$ cat config.mk
export PLATFORM = sky130hd
export DESIGN_NAME = miner_ctrl
export DESIGN_NICKNAME = d
export VERILOG_FILES = /design/src/rtl/miner_ctrl.sv
export SDC_FILE = /design/constraint.sdc
export NUM_CORES = 2
export LEC_CHECK = 0
export ABC_AREA = 1
export CAP_MARGIN = 30
export CORE_AREA = 2 2 397 399
export DETAILED_ROUTE_END_ITERATION = 8
export DIE_AREA = 0 0 399 401
export PLACE_DENSITY_LB_ADDON = 0.1
export SKIP_LAST_GASP = 1
export SYNTH_ARGS = -nofsm -noshare
export SYNTH_HDL_FRONTEND = slang
export SYNTH_SLANG_ARGS = --single-unit
export TNS_END_PERCENT = 20
$ cat constraint.sdc
create_clock -name clk -period 4.1 [get_ports clk]
set_input_delay 0.82 -clock clk [delete_from_list [all_inputs] [get_ports clk]]
set_output_delay 0.82 -clock clk [all_outputs]
set_load 0.005 [all_outputs]
$ cat src/rtl/miner_ctrl.sv
// Nonce-search controller driving a sha256 double-hash core; loads the 76 fixed header bytes and reports the first winning nonce.
// Define MINER_HASH_STREAM_EN to stream the winning hash out byte-serially; otherwise a match goes straight to DONE.
module miner_ctrl #(
   parameter int HDR_BYTES = 76
) (
   input  logic         clk,
   input  logic         rst,
   input  logic         in_valid,
   input  logic [7:0]   in_data,
   output logic         in_ready,
   input  logic         go,
   input  logic         abort,
   input  logic [31:0]  nonce_start,
   input  logic [31:0]  nonce_end,
   input  logic [7:0]   zbits,
   output logic         busy,
   output logic         found,
   output logic         exhausted,
   output logic [31:0]  nonce_out,
   output logic         out_valid,
   output logic [7:0]   out_data,
   input  logic         out_ready,
   output logic         sha_start,
   output logic [639:0] sha_block,
   input  logic [255:0] sha_hash,
   input  logic         sha_done
);

`ifdef MINER_HASH_STREAM_EN
   localparam bit STREAM = 1'b1;
`else
   localparam bit STREAM = 1'b0;
`endif

   typedef enum logic [2:0] {IDLE, READY, START, WAIT, CHECK, FOUND, DONE, DRAIN} state_t;

   state_t         state;
   logic [6:0]     byte_cnt;
   logic [31:0]    nonce;
   logic [31:0]    nonce_last;
   logic [7:0]     zbits_q;
   logic [255:0]   hash_q;
   logic [7:0]     data_q;
   logic           done_q;
   logic           done_rise;
   logic [9:0]     hdr_idx;
   logic [4:0]     nxt_byte;
   logic [7:0]     out_idx;
   logic [255:0]   hash_rev;
   logic           hit;

   function automatic logic [31:0] bswap32(input logic [31:0] v);
      return {v[7:0], v[15:8], v[23:16], v[31:24]};
   endfunction

   function automatic logic [255:0] brev256(input logic [255:0] v);
      logic [255:0] r;
      r = '0;
      for (int i = 0; i < 32; i++) begin
         r[8*i +: 8] = v[255-8*i -: 8];
      end
      return r;
   endfunction

   assign done_rise = sha_done & ~done_q;
   assign hdr_idx   = 10'd639 - {byte_cnt, 3'b000};
   assign nxt_byte  = byte_cnt[4:0] + 5'd1;
   assign out_idx   = {~nxt_byte, 3'b111};

   // Difficulty test: the top zbits of the byte-reversed digest must all be zero.
   assign hash_rev  = brev256(hash_q);
   assign hit       = (zbits_q == 8'd0) || ((hash_rev >> (9'd256 - {1'b0, zbits_q})) == '0);

   assign in_ready  = (state == IDLE) & ~rst;
   assign out_valid = STREAM && (state == FOUND);
   assign out_data  = STREAM ? data_q : 8'd0;

   always_ff @(posedge clk) begin
      if (rst) done_q <= 1'b0;
      else     done_q <= sha_done;
   end

   // A WAIT abort must still see the core finish unless that finish is happening right now.
   always_ff @(posedge clk) begin
      if (rst) begin
         state      <= IDLE;
         byte_cnt   <= '0;
         nonce      <= '0;
         nonce_last <= '0;
         zbits_q    <= '0;
         hash_q     <= '0;
         data_q     <= '0;
         busy       <= 1'b0;
         found      <= 1'b0;
         exhausted  <= 1'b0;
         nonce_out  <= '0;
         sha_start  <= 1'b0;
         sha_block  <= '0;
      end else if (abort && state != IDLE) begin
         state     <= (state == WAIT && !done_rise) ? DRAIN : IDLE;
         busy      <= (state == WAIT && !done_rise);
         found     <= 1'b0;
         exhausted <= 1'b0;
         nonce_out <= '0;
         byte_cnt  <= '0;
         data_q    <= '0;
         sha_start <= 1'b0;
      end else begin
         sha_start <= 1'b0;
         case (state)
            IDLE: begin
               if (in_valid) begin
                  sha_block[hdr_idx -: 8] <= in_data;
                  if (byte_cnt == 7'(HDR_BYTES - 1)) begin
                     byte_cnt <= '0;
                     state    <= READY;
                  end else begin
                     byte_cnt <= byte_cnt + 7'd1;
                  end
               end
            end
            READY, DONE: begin
               if (go) begin
                  nonce           <= nonce_start;
                  nonce_last      <= nonce_end;
                  zbits_q         <= zbits;
                  found           <= 1'b0;
                  exhausted       <= 1'b0;
                  sha_block[31:0] <= bswap32(nonce_start);
                  sha_start       <= 1'b1;
                  busy            <= 1'b1;
                  state           <= START;
               end
            end
            START: state <= WAIT;
            WAIT: begin
               if (done_rise) begin
                  hash_q <= sha_hash;
                  state  <= CHECK;
               end
            end
            CHECK: begin
               if (hit) begin
                  found     <= 1'b1;
                  nonce_out <= nonce;
                  if (STREAM) begin
                     byte_cnt <= '0;
                     data_q   <= hash_q[255:248];
                     state    <= FOUND;
                  end else begin
                     busy  <= 1'b0;
                     state <= DONE;
                  end
               end else if (nonce == nonce_last) begin
                  exhausted <= 1'b1;
                  busy      <= 1'b0;
                  state     <= DONE;
               end else begin
                  nonce           <= nonce + 32'd1;
                  sha_block[31:0] <= bswap32(nonce + 32'd1);
                  sha_start       <= 1'b1;
                  state           <= START;
               end
            end
            FOUND: begin
               if (out_ready) begin
                  if (byte_cnt[4:0] == 5'd31) begin
                     byte_cnt <= '0;
                     data_q   <= '0;
                     busy     <= 1'b0;
                     state    <= DONE;
                  end else begin
                     byte_cnt <= byte_cnt + 7'd1;
                     data_q   <= hash_q[out_idx -: 8];
                  end
               end
            end
            DRAIN: begin
               if (done_rise) begin
                  busy  <= 1'b0;
                  state <= IDLE;
               end
            end
         endcase
      end
   end

endmodule

==> out/metrics.yaml <==
holdWs_ns: 0.414
postLayoutCoreUtil: 0.507
crit_required_ns: 4.81
die_area_um2: 160000
crit_arrival_ns: 4.79
fin_skew_ns: 0.0543
cts.sinks: 1015
start_util: 0.376
total_power_mw: 83.5
crit_fanout: 15
drt_wl_total_mm: 314
ant_nets: 0
clkTransAtPathRegs_ns: 0.06
fin_crit_sh: 0.994
p_leak_nw: 33.5
critPathLaunchType: "register"
drt_iter0_drc: 7455
htreeDepth: 3
peakVddDrop_v: 0.000803
drc: 0
vias: 71400
setup_violations: 0
die_h_um: 401
yosys_register_bits: 1015
dp_cells: 12400
critPathCapture: "nonce[8]"
reg2reg_to: "nonce[8]"
via_per_inst: 5.64
max_slew_margin: 0.320
final_max_slew_viol_count: 0
syn_area_per_cell_um2: 6.10
ys.flop_type: "dfxtp_1"
rr_worst_depth: 27
netlist_area_um2: 58500
stdcell_count: 12600
io_pins: 1029
cap_viol_max_count: 0
grt_pass1_wl_mm: 440
cts_hold_buf: 0
rrSetupSlack_ns: 0.02
clock_latency_ns: 0.82
finalHoldViolCount: 0
cts_buffers: 112
antenna_found_initial: 13
core_um2: 156000
clockBufferDepth: 3
cts_root_buf: "clkbuf_16"
finalInstanceArea_um2: 78900
p_per_area_nw_per_um2: 1060
grt_start_max_net_pins: 138
area_growth_pct: 34.7
critPathKind: "register to register"
hold_path_class: "primary input to register"
die_x_um: 399
ys_async_sr_fraction: 0
drive_above_1_share: 0.0963
wl_per_cell_um: 24.9
synth_cell_types: 44
place_area_um2: 71900
cp-end-kind: "register"
syn_inst: 9592
cts_tree: "built"
r2r-start: "zbits_q[0]"
timing.fmax_mhz: 245
grt_pass1_vias: 66400
ys_seq_area_frac: 0.347
grt.total_usage: 0.365
dr.pass1.iters: 6
yosys_warnings: 0
row_count: 145
tightest_slew_ns: 1.02
overflow: 0
crit_start: "zbits_q[0]"
hpwlAfterDp_mm: 237
nets: 10800
status: "complete, no violations"
synth_edf_count: 0
gp_congestion: 0.990
finalCriticalPeriod_ns: 4.08
rsz0062_at_grt: "true"
portBuffers: 1019
-- cell usage in the layout, fill, tap and decap left out, types with 33 or more instances in the layout --
master | Yosys | layout
clkbuf_8 | 0 | 33
o21ai_1 | 55 | 51
clkbuf_16 | 0 | 143
buf_4 | 42 | 274
clkdlybuf4s50_1 | 0 | 1018
inv_1 | 465 | 465
nand3_2 | 6 | 218
nor2_1 | 1707 | 1673
buf_12 | 0 | 53
a21oi_1 | 486 | 481
o21ai_0 | 879 | 868
nand2_1 | 2020 | 1913
nand4_1 | 91 | 91
nand3_1 | 1886 | 1663
dfxtp_1 | 1015 | 1012
nand2_2 | 3 | 106
nor3_1 | 79 | 70
a211oi_1 | 80 | 80
-- Yosys cell counts, types with 79 or more instances --
cell | number | area share
nand2_1 | 2020 | 0.13
nand3_1 | 1886 | 0.16
nor2_1 | 1707 | 0.11
dfxtp_1 | 1015 | 0.35
o21ai_0 | 879 | 0.075
a21oi_1 | 486 | 0.042
inv_1 | 465 | 0.030
clkbuf_1 | 326 | 0.021
buf_2 | 219 | 0.019
nand4_1 | 91 | 0.0097
a211oi_1 | 80 | 0.010
nor3_1 | 79 | 0.0068
-- through the flow --
step	TNS (ns)	worst slack, ns
global placement	-17.76	-0.283
detailed placement	-10.62	-0.192
CTS	-0.0915	-0.0175
global route	-5.53	-0.0979
floorplan	0	0.324
finish	0	0.0226
-- worst min-delay path by stage --
| stage | start | endpoint | slack (ns) | cells after the start |
|---|---|---|---|---|
| 3_5_place_dp | byte_cnt[6] | byte_cnt[6] | 0.46 | 1 |
| 3_3_place_gp | byte_cnt[6] | byte_cnt[6] | 0.45 | 1 |
| 6_report | rst | done_q | 0.41 | 2 |
| 4_1_cts | rst | done_q | 0.37 | 2 |
| 2_1_floorplan | byte_cnt[6] | byte_cnt[6] | 0.43 | 1 |
| 5_1_grt | rst | done_q | 0.40 | 2 |
-- cell type report --
class / count / area [um2]
well taps: 2058 / 2570
flip-flops and latches: 1015 / 20300
diodes: 12 / 30.0
repair inverters: 1 / 30.0
fillers: 16000 / 76800
multi-input cells: 7443 / 35200
repair buffers: 1422 / 15000
clock buffers: 164 / 3330
clock inverters: 39 / 483
inverters: 495 / 1930
-- worst max-delay path, stage by stage (launching register included) --
cell	delay, ns
dfxtp_4	0.40
inv_6	0.05
ha_4	0.34
buf_12	0.16
clkbuf_16	0.20
clkbuf_16	0.19
nand3_1	0.14
nand3_1	0.15
nand2_1	0.10
o211ai_1	0.31
nand3_1	0.23
nand3_2	0.13
nand2_1	0.05
nor2_1	0.08
nand2_1	0.07
nor2_2	0.11
nand2_1	0.10
nand2_1	0.09
nand3_2	0.08
nor2_2	0.12
nand2_2	0.11
nand2_4	0.10
nand2_8	0.08
buf_4	0.18
clkbuf_16	0.17
nand4_1	0.10
nand2_1	0.08
nor2_1	0.09
-- cells by family after synthesis --
family	count (synthesis)	synth area share
other cells	1	0.0000640
mux	2	0.000342
flops	1015	0.347
fa+ha+maj	12	0.00256
compound gates	1562	0.140
simple gates	5823	0.421
xor+xnor	35	0.00536
buf+inv	1142	0.0827
-- metal layers --
metal | part of all wire | GRT usage
met1 | 0.39 | 0.431
met2 | 0.46 | 0.604
met3 | 0.079 | 0.0803
met4 | 0.073 | 0.216
met5 | 0.000041 | 0
-- power by group --
part / internal (mW) / total, mW / switching, mW / leakage, nW
sequential: 10.5 / 11.1 / 0.599 / 8.19
combinational: 20.4 / 61.9 / 41.5 / 23.4
clock: 5.90 / 10.6 / 4.67 / 1.88
total: 36.8 / 83.5 / 46.7 / 33.5
-- timing repair --
action	4_1_cts	5_1_grt
hold endpoints to repair	0	0
resized for setup	14	462
pin swaps	0	79
cloned	3	40
setup endpoints to repair	96	101
buffers inserted	0	22
-- state kept, by name (all words and copies together), names as in the netlist, 3 cells and up --
register and flops:
byte_cnt 7, hash_q 256, nonce 32, nonce_last 32
nonce_out 32, sha_block 640, state 3, zbits_q 8
Note: power is estimated with default switching activity, not from simulation.
